$ cat config.mk
export PLATFORM = sky130hd
export DESIGN_NAME = otter_intr_ctrl
export DESIGN_NICKNAME = d
export VERILOG_FILES = /design/src/rtl/otter_intr_pkg.sv /design/src/rtl/otter_irq_sync.sv /design/src/rtl/otter_intr_ctrl.sv
export SDC_FILE = /design/constraint.sdc
export NUM_CORES = 1
export LEC_CHECK = 0
export CAP_MARGIN = 20
export CORE_ASPECT_RATIO = 1.1
export CORE_MARGIN = 1
export CORE_UTILIZATION = 39
export CTS_CLUSTER_DIAMETER = 80
export DETAILED_ROUTE_END_ITERATION = 8
export PLACE_DENSITY = 0.76
export SLEW_MARGIN = 20
export SYNTH_ARGS = -nofsm -noshare
export SYNTH_HDL_FRONTEND = slang
export SYNTH_HIERARCHICAL = 1
export SYNTH_SLANG_ARGS = --single-unit
$ cat constraint.sdc
create_clock -name CLK -period 1.6 [get_ports CLK]
set_clock_uncertainty 0.15 [all_clocks]
set_input_delay 0.32 -clock CLK [delete_from_list [all_inputs] [get_ports CLK]]
set_output_delay 0.32 -clock CLK [all_outputs]
set_load 0.02 [all_outputs]
$ cat src/rtl/otter_intr_pkg.sv
// Shared types and register map for the OTTER multi-source interrupt controller.
package otter_intr_pkg;

    typedef enum logic [1:0] {
        ST_IDLE    = 2'd0,
        ST_REQ     = 2'd1,
        ST_SERVICE = 2'd2
    } intr_state_t;

    localparam logic [1:0] CFG_ENABLE  = 2'd0;
    localparam logic [1:0] CFG_EDGE    = 2'd1;
    localparam logic [1:0] CFG_PENDING = 2'd2;
    localparam logic [1:0] CFG_STATUS  = 2'd3;

endpackage

$ cat src/rtl/otter_irq_sync.sv
// One interrupt source: SYNC_STAGES-deep synchroniser followed by a rising-edge detector.
module otter_irq_sync #(
    parameter int SYNC_STAGES = 2
) (
    input  logic CLK,
    input  logic RESET_N,
    input  logic IRQ,
    output logic LEVEL,
    output logic RISE
);

    logic [SYNC_STAGES-1:0] sync_q;
    logic                   prev_q;

    // NOTE: non-blocking assignments so each stage samples its predecessor's old value.
    always_ff @(posedge CLK or negedge RESET_N) begin
        if (!RESET_N) begin
            sync_q <= '0;
            prev_q <= 1'b0;
        end else begin
            sync_q <= {sync_q[SYNC_STAGES-2:0], IRQ};
            prev_q <= sync_q[SYNC_STAGES-1];
        end
    end

    assign LEVEL = sync_q[SYNC_STAGES-1];
    assign RISE  = sync_q[SYNC_STAGES-1] & ~prev_q;

endmodule

$ cat src/rtl/otter_intr_ctrl.sv
// Multi-source interrupt controller: config registers, pending logic,
// fixed lowest-index-wins arbiter and the IDLE/REQ/SERVICE handshake FSM.
module otter_intr_ctrl
    import otter_intr_pkg::*;
#(
    parameter  int NUM_SRC     = 8,
    parameter  int SYNC_STAGES = 2,
    parameter  int VECTORED    = 1,
    localparam int ID_W        = (NUM_SRC > 1) ? $clog2(NUM_SRC) : 1
) (
    input  logic               CLK,
    input  logic               RESET_N,
    input  logic [NUM_SRC-1:0] IRQ_IN,
    input  logic               MIE,
    input  logic               INT_TAKEN,
    input  logic               INT_CLR,
    input  logic               CFG_WE,
    input  logic [1:0]         CFG_ADDR,
    input  logic [31:0]        CFG_WDATA,
    output logic [31:0]        CFG_RDATA,
    output logic               INT_REQ,
    output logic [ID_W-1:0]    INT_ID,
    output logic [31:0]        INT_VEC_OFF,
    output logic               IN_SERVICE
);

    localparam int EXT_W = 1 << ID_W;

    if (NUM_SRC < 1 || NUM_SRC > 32) begin : g_bad_num_src
        $error("otter_intr_ctrl: NUM_SRC must be in 1..32");
    end
    if (SYNC_STAGES < 2 || SYNC_STAGES > 3) begin : g_bad_sync_stages
        $error("otter_intr_ctrl: SYNC_STAGES must be in 2..3");
    end

    logic [NUM_SRC-1:0] level, rise;
    logic [NUM_SRC-1:0] enable_q, edge_mode_q, pending_q, eligible;
    logic [NUM_SRC-1:0] wdata_src;
    logic [EXT_W-1:0]   elig_ext;
    logic [ID_W-1:0]    id_q, winner;
    logic               latch_id, take_clr;
    logic               we_enable, we_edge, we_pending;
    intr_state_t        state_q, state_d;

    for (genvar g = 0; g < NUM_SRC; g++) begin : g_src
        otter_irq_sync #(.SYNC_STAGES(SYNC_STAGES)) u_sync (
            .CLK     (CLK),
            .RESET_N (RESET_N),
            .IRQ     (IRQ_IN[g]),
            .LEVEL   (level[g]),
            .RISE    (rise[g])
        );
    end

    assign wdata_src  = NUM_SRC'(CFG_WDATA);
    assign we_enable  = CFG_WE && (CFG_ADDR == CFG_ENABLE);
    assign we_edge    = CFG_WE && (CFG_ADDR == CFG_EDGE);
    assign we_pending = CFG_WE && (CFG_ADDR == CFG_PENDING);
    assign take_clr   = (state_q == ST_REQ) && INT_TAKEN;

    // NOTE: config registers hold architectural state, so they get an explicit reset value.
    always_ff @(posedge CLK or negedge RESET_N) begin
        if (!RESET_N) begin
            enable_q    <= '0;
            edge_mode_q <= '0;
        end else begin
            if (we_enable) enable_q    <= wdata_src;
            if (we_edge)   edge_mode_q <= wdata_src;
        end
    end

    // A rise outranks a W1C or take-clear landing in the same cycle.
    always_ff @(posedge CLK or negedge RESET_N) begin
        if (!RESET_N) begin
            pending_q <= '0;
        end else begin
            for (int i = 0; i < NUM_SRC; i++) begin
                if (edge_mode_q[i]) begin
                    if (rise[i])
                        pending_q[i] <= 1'b1;
                    else if ((we_pending && wdata_src[i]) || (take_clr && ID_W'(i) == id_q))
                        pending_q[i] <= 1'b0;
                end else begin
                    pending_q[i] <= level[i];
                end
            end
        end
    end

    assign eligible = pending_q & enable_q;
    assign elig_ext = EXT_W'(eligible);

    // NOTE: every always_comb output gets a default first so no path infers a latch.
    always_comb begin
        winner = '0;
        for (int i = NUM_SRC - 1; i >= 0; i--) begin
            if (eligible[i]) winner = ID_W'(i);
        end
    end

    always_ff @(posedge CLK or negedge RESET_N) begin
        if (!RESET_N) begin
            state_q <= ST_IDLE;
            id_q    <= '0;
        end else begin
            state_q <= state_d;
            if (latch_id) id_q <= winner;
        end
    end

    always_comb begin
        state_d  = state_q;
        latch_id = 1'b0;
        case (state_q)
            ST_IDLE: begin
                if (MIE && |eligible) begin
                    state_d  = ST_REQ;
                    latch_id = 1'b1;
                end
            end
            ST_REQ: begin
                if (INT_TAKEN)
                    state_d = ST_SERVICE;
                else if (!elig_ext[id_q] || !MIE)
                    state_d = ST_IDLE;
            end
            ST_SERVICE: begin
                if (INT_CLR) state_d = ST_IDLE;
            end
            default: state_d = ST_IDLE;
        endcase
    end

    always_comb begin
        INT_REQ     = 1'b0;
        IN_SERVICE  = 1'b0;
        INT_VEC_OFF = '0;
        case (state_q)
            ST_REQ:     INT_REQ    = 1'b1;
            ST_SERVICE: IN_SERVICE = 1'b1;
            default: ;
        endcase
        if (VECTORED != 0 && state_q != ST_IDLE)
            INT_VEC_OFF = 32'({id_q, 2'b00});
    end

    assign INT_ID = id_q;

    always_comb begin
        CFG_RDATA = '0;
        case (CFG_ADDR)
            CFG_ENABLE:  CFG_RDATA = 32'(enable_q);
            CFG_EDGE:    CFG_RDATA = 32'(edge_mode_q);
            CFG_PENDING: CFG_RDATA = 32'(pending_q);
            CFG_STATUS:  CFG_RDATA = {28'b0, IN_SERVICE, INT_REQ, state_q};
            default:     CFG_RDATA = '0;
        endcase
    end

endmodule

==> impl_metrics.json, run 1 <==
{
  "yosysUniqueCellTypes": 37,
  "coreArea_um2": 6970,
  "endpoint": "CFG_RDATA[1]",
  "cts_made_buffers": 5,
  "cts_tree": "done",
  "r2r_start": "state_q[1]",
  "synth_largest_area_cell": "dfrtp_1",
  "leakage_nw": 1.79,
  "cp.arrival_ns": 1.54,
  "setup_violations": 15,
  "grt_pass1_vias": 1978,
  "synth.most_common_cell": "buf_4",
  "yosys-top-cells-area": "dfrtp_1 (47%), buf_4 (15%), mux2_2 (7.7%)",
  "syn_area_per_cell_um2": 11.5,
  "synth-edff-count": 0,
  "drive_gt1_share_pct": 40.9,
  "grt_overflow_total": 0,
  "min_path_type": "register to register",
  "totalWireLength_um": 6000,
  "die_w_um": 82.7,
  "clk_latency_ns": 0.31,
  "async_reset_ff_share_pct": 100,
  "grt_pass1_wl_um": 9600,
  "root_buffer": "clkbuf_8",
  "synth.top_cell.area_share_pct": 47.5,
  "die_area_um2": 7510,
  "dpl_cell_area_um2": 3440,
  "clk_pin_slew_ns": 0.09,
  "antenna_found_initial": 0,
  "slowest_stage": "mux4_2",
  "portBuffers": 39,
  "ys_warn_count": 6,
  "synth_commonest_cells": "buf_4 (54), dfrtp_1 (53), nand2_1 (22), mux2_2 (19), nor2_1 (12)",
  "firstDrtPassIters": 5,
  "fin_area_um2": 3790,
  "gp_congestion": 0.912,
  "cts.sinks": 53,
  "avgViaCountPerCell": 4.73,
  "layout.nets": 394,
  "syn2layout_area_growth_pct": 35.8,
  "whs_ns": 0.206,
  "status": "finished with violations",
  "end_kind": "primary output",
  "required_ns": 1.13,
  "crit_fanout": 4,
  "p_total_mw": 4.92,
  "path_class": "register to primary output",
  "seq_area_um2": 1330,
  "dp_cells": 409,
  "rr_endpoint": "INT_ID[2]",
  "violations": "setup timing",
  "fp-row-count": 32,
  "min_period_ns": 2.01,
  "whs_path_depth": 0,
  "max_stage_delay_ns": 0.48,
  "period_share_pct": 125,
  "drc": 0,
  "syn-cell-area_um2": 2790,
  "finalMaxSlewViolations": 0,
  "htree_levels": 2,
  "post-dp-hpwl_um": 4350,
  "tns_ns": -3.41,
  "post-route-util_pct": 54.5,
  "io_pins": 117,
  "ys_seq_area_share_pct": 47.5,
  "stdcell_count": 432,
  "dr_total_vias": 2043,
  "max_freq_ghz": 0.499,
  "initial_utilization_pct": 40.1,
  "power_density_nw_per_um2": 1300,
  "grt_use_total_pct": 17.2,
  "rrSetupSlack_ns": -0.25,
  "syn_inst": 242,
  "reg2reg_depth": 7,
  "ctsLongestPathBuffers": 2,
  "die_h_um": 90.8,
  "synth_seq_cells": 53,
  "detailedPlace.worstSlack_ns": -0.982,
  "startpoint": "state_q[1]",
  "synth_ff_type": "dfrtp_1",
  "grt_max_degree": 54,
  "first_iter_violations": 139,
  "startpoint_type": "register",
  "path_cells": "buf_4 > mux4_2 > buf_6",
  "multiInputGateArea_um2": 1320,
  "nFillCells": 606,
  "grt_setup_unrepaired": "true",
  "routedWlPerCell_um": 13.9,
  "ant_nets": 0,
  "hold_viol_final": 0,
  "antenna_cells": 0,
  "layout_setup_ws_ns": -0.406,
  "maxCapViolCount": 0,
  "max-vdd-ir-drop_mv": 0.763
}
-- what timing repair did --
| item | 4_1_cts | 5_1_grt |
|---|---|---|
| hold buffers | 1 | 0 |
| pin swaps | 4 | 3 |
| endpoints found under the hold margin | 53 | 0 |
| endpoints found under the setup margin | 44 | 20 |
| gates resized for setup | 111 | 16 |
| buffers inserted | 11 | 3 |
| cloned | 0 | 0 |
-- per-layer routing --
| layer | vias to the layer above | part of all wire (%) | GRT usage [%] |
|---|---|---|---|
| met4 | 0 | 3.4 | 6.75 |
| met3 | 16 | 5.1 | 3.74 |
| met2 | 87 | 51 | 28.6 |
| met5 | - | 0 | 0 |
| li1 | 945 | - | - |
| met1 | 995 | 40 | 21.4 |
-- area by class of cell --
class                           count  share of cell area, %
Clock buffer                        6                   2.18
Timing Repair Buffer              102                   24.0
Multi-Input combinational cell    182                   34.8
Sequential cell                    53                   35.0
Clock inverter                      2                  0.989
Tap cell                           85                   2.80
Inverter                            2                  0.198
-- where the power goes --
part / total [mW] / switching (mW) / internal (mW)
logic: 2.28 / 1.07 / 1.21
registers: 1.71 / 0.157 / 1.55
clock network: 0.936 / 0.428 / 0.509
total: 4.92 / 1.65 / 3.27
-- how the worst min path moves through the flow --
stage	to	slack, ns	from
6_report	g_src[2].u_sync/sync_q[1]	0.21	g_src[2].u_sync/sync_q[0]
5_1_grt	g_src[1].u_sync/sync_q[1]	0.22	g_src[1].u_sync/sync_q[0]
4_1_cts	g_src[5].u_sync/sync_q[1]	0.21	g_src[5].u_sync/sync_q[0]
3_5_place_dp	g_src[6].u_sync/sync_q[0]	0.18	RESET_N
3_3_place_gp	g_src[6].u_sync/sync_q[0]	0.18	RESET_N
2_1_floorplan	INT_ID[0]	-0.13	RESET_N
-- worst max-delay path: cells and delay by family (launching register included) --
kind	cells	cell delay (ns)
muxes	1	0.48
DFF	1	0.45
buffers and inverters	2	0.30
-- state kept, by name, indices dropped and copies added, names as in the netlist --
name                 flops
INT_ID                   3
edge_mode_q              8
enable_q                 8
g_src.u_sync/prev_q      8
g_src.u_sync/sync_q     16
pending_q                8
state_q                  2
-- cell families (layout without fill, tap and decap cells) --
kind of cell | count (synthesis) | count (layout) | synth area share (%)
and+or+nand+nor | 72 | 72 | 16.6
muxes | 28 | 28 | 13.4
AOI/OAI and AO/OA | 29 | 29 | 7.17
other | 1 | 53 | 0.134
buffers and inverters | 59 | 112 | 15.3
DFF | 53 | 53 | 47.5
-- cells in the final DEF, fill, tap and decap left out, types with 3 or more instances in the layout --
cell / instances
dfrtp_1: 51
buf_2: 6
nor2b_4: 10
nand2_2: 3
mux4_2: 4
o21ai_1: 4
nor2b_1: 5
buf_6: 21
nand3_1: 6
nand2_4: 7
clkbuf_8: 6
dlygate4sd2_1: 3
a31oi_1: 8
mux2_2: 16
mux2i_1: 3
nor2_1: 10
clkdlybuf4s50_1: 20
buf_4: 49
conb_1: 53
mux2_4: 3
nand2_1: 19
a21oi_1: 8
No activity file was read; power rests on OpenSTA's default activity.
==> inputs of run 2 (changes only) <==
--- a/config.mk
+++ b/config.mk
@@ -11,6 +11,7 @@
 export CORE_UTILIZATION = 39
 export CTS_CLUSTER_DIAMETER = 80
 export DETAILED_ROUTE_END_ITERATION = 8
+export GPL_ROUTABILITY_DRIVEN = 0
 export PLACE_DENSITY = 0.76
 export SLEW_MARGIN = 20
 export SYNTH_ARGS = -nofsm -noshare
==> results of run 2 <==
No change in the layout: final DEF, timing and power equal those of run 1.
==> inputs of run 3 (changes only) <==
--- a/config.mk
+++ b/config.mk
@@ -8,11 +8,12 @@
 export CAP_MARGIN = 20
 export CORE_ASPECT_RATIO = 1.1
 export CORE_MARGIN = 1
-export CORE_UTILIZATION = 39
+export CORE_UTILIZATION = 25
 export CTS_CLUSTER_DIAMETER = 80
 export DETAILED_ROUTE_END_ITERATION = 8
+export DONT_BUFFER_PORTS = 1
 export GPL_ROUTABILITY_DRIVEN = 0
-export PLACE_DENSITY = 0.76
+export PLACE_DENSITY = 0.39
 export SLEW_MARGIN = 20
 export SYNTH_ARGS = -nofsm -noshare
 export SYNTH_HDL_FRONTEND = slang
==> run 3 against run 2 <==
- the flow finishes with violations (hold timing, setup timing)
- final cell count increased by 4.4%
- sequential cell count did not move
- via count down 10%
- sequential share of layout area increased by 2.4 points
- worst hold slack worse by 0.64 ns
- routed wire length grew 1.7%
- final area shrank 6.5%
- highest routed layer unchanged
- clock-buffer cell count up 1
- core utilization is 22 points lower
- first-iteration DRC count down 46%
- total power down 2.8%
- critical path depth decreased by 1
==> impl_metrics.json, run 3 (synthesis results as in run 1) <==
{
  "status": "finished with violations",
  "violations": "hold timing, setup timing",
  "largest_reg_flops": 16,
  "grt_overflow_total": 0,
  "portBuffers": 0,
  "totalWireLength_um": 6100,
  "min_period_ns": 1.90,
  "cts.sinks": 53,
  "coreArea_um2": 10900,
  "max_stage_delay_ns": 0.55,
  "tns_ns": -2.03,
  "post-dp-hpwl_um": 4450,
  "fp-row-count": 40,
  "hold_buffers": 8,
  "end_kind": "primary output",
  "fin_area_um2": 3550,
  "max_freq_ghz": 0.526,
  "die_area_um2": 11600,
  "ctsLongestPathBuffers": 2,
  "die_w_um": 103,
  "die_h_um": 113,
  "avgViaCountPerCell": 4.07,
  "antenna_found_initial": 0,
  "firstDrtPassIters": 5,
  "clk_latency_ns": 0.29,
  "required_ns": 1.13,
  "layout.nets": 352,
  "grt_max_degree": 54,
  "min_path_type": "primary input to async pin",
  "final_cell_mix": "conb_1 (53), dfrtp_1 (51), buf_4 (36)",
  "path_cells": "nor2b_4 > mux4_2",
  "dr_total_vias": 1836,
  "final_common_cell": "conb_1",
  "path_class": "register to primary output",
  "finalMaxSlewViolations": 0,
  "hold_viol_final": 53,
  "drive_gt1_share_pct": 39.5,
  "grt_use_total_pct": 11.4,
  "cts_tree": "done",
  "routedWlPerCell_um": 13.5,
  "grt_setup_unrepaired": "true",
  "top_register": "g_src.u_sync/sync_q",
  "whs_ns": -0.429,
  "r2r_start": "pending_q[5]",
  "antenna_cells": 0,
  "crit_fanout": 4,
  "cp.arrival_ns": 1.43,
  "htree_levels": 2,
  "startpoint_type": "register",
  "max-vdd-ir-drop_mv": 0.444,
  "grt_pass1_vias": 1757,
  "startpoint": "state_q[1]",
  "ant_nets": 0,
  "root_buffer": "clkbuf_16",
  "slowest_stage": "mux4_2",
  "dpl_cell_area_um2": 3060,
  "layout_setup_ws_ns": -0.300,
  "leakage_nw": 1.58,
  "clk_pin_slew_ns": 0.07,
  "setup_violations": 18,
  "first_iter_violations": 75,
  "syn2layout_area_growth_pct": 27.0,
  "drc": 0,
  "cts_made_buffers": 5,
  "power_density_nw_per_um2": 1350,
  "io_pins": 117,
  "initial_utilization_pct": 25.6,
  "grt_pass1_wl_um": 9870,
  "period_share_pct": 119,
  "maxCapViolCount": 0
}
-- run 3: changes by cell type in the layout (fill, tap and decap cells not counted), moves of 3 or more --
| cell | previous run | this run |
|---|---|---|
| clkbuf_8 | 6 | 1 |
| dlygate4sd2_1 | 3 | 0 |
| buf_4 | 49 | 36 |
| buf_2 | 6 | 0 |
| nand2_2 | 3 | 7 |
| buf_6 | 21 | 16 |
| dlygate4sd3_1 | 1 | 8 |
| nand2_4 | 7 | 3 |
| clkdlybuf4s50_1 | 20 | 0 |
| clkbuf_16 | 0 | 5 |
-- run 3: report_power, final --
part           switching [mW]  internal, mW  total (mW)
Combinational           0.900          1.03        1.93
Sequential              0.234          1.55        1.79
Clock                   0.458         0.616        1.07
-- run 3: area by class of cell --
| class | instances | area, um^2 |
|---|---|---|
| Inverter | 2 | 7.51 |
| Multi-Input combinational cell | 182 | 1360 |
| Sequential cell | 53 | 1330 |
| Tap cell | 147 | 184 |
| Timing Repair Buffer | 60 | 531 |
| Fill cell | 1120 | 7360 |
| Clock buffer | 7 | 143 |
-- run 3: final timing paths --
kind / endpoint / depth (start not counted) / slack [ns]
max in group asynchronous: state_q[1] / 0 / 1.63
min in group CLK: state_q[1] / 1 / 0.01
hold / removal: g_src[5].u_sync/sync_q[0] / 0 / -0.43
hold reg to reg: g_src[6].u_sync/sync_q[1] / 0 / 0.20
setup / recovery: CFG_RDATA[3] / 2 / -0.30
setup reg to reg: state_q[0] / 6 / -0.10
-- run 3: per-layer routing --
metal | vias up | global-route usage [%] | share of wire (%)
li1 | 857 | - | -
met1 | 902 | 14.7 | 43
met2 | 71 | 18.7 | 51
met3 | 6 | 2.41 | 4.2
met4 | 0 | 4.32 | 2.2
met5 | - | 0 | 0
-- run 3: metrics by stage --
step                      std cells  power [mW]  hold WS [ns]  util [%]  setup WS (ns)
after global placement          425        3.32        -0.124      28.0        -0.0488
after detailed placement        425        3.33        -0.124      28.0       -0.00355
final                           451        4.79        -0.429      32.5         -0.300
after floorplan                 294        2.79        -0.126         -        -0.0675
after global routing            451        5.09        -0.447      32.5         -0.335
after CTS                       448        4.62        -0.439      31.2         -0.306
-- run 3: critical path, delay by kind of cell, from the launching register on --
kind | cells | cell delay, ns
multiplexers | 1 | 0.55
flip-flops | 1 | 0.44
AND/OR/NAND/NOR | 1 | 0.15
-- run 3: what timing repair did --
action	4_1_cts	5_1_grt
hold endpoints to repair	61	53
endpoints found under the setup margin	13	19
pin swaps	10	19
gates resized for setup	20	29
setup buffers	8	3
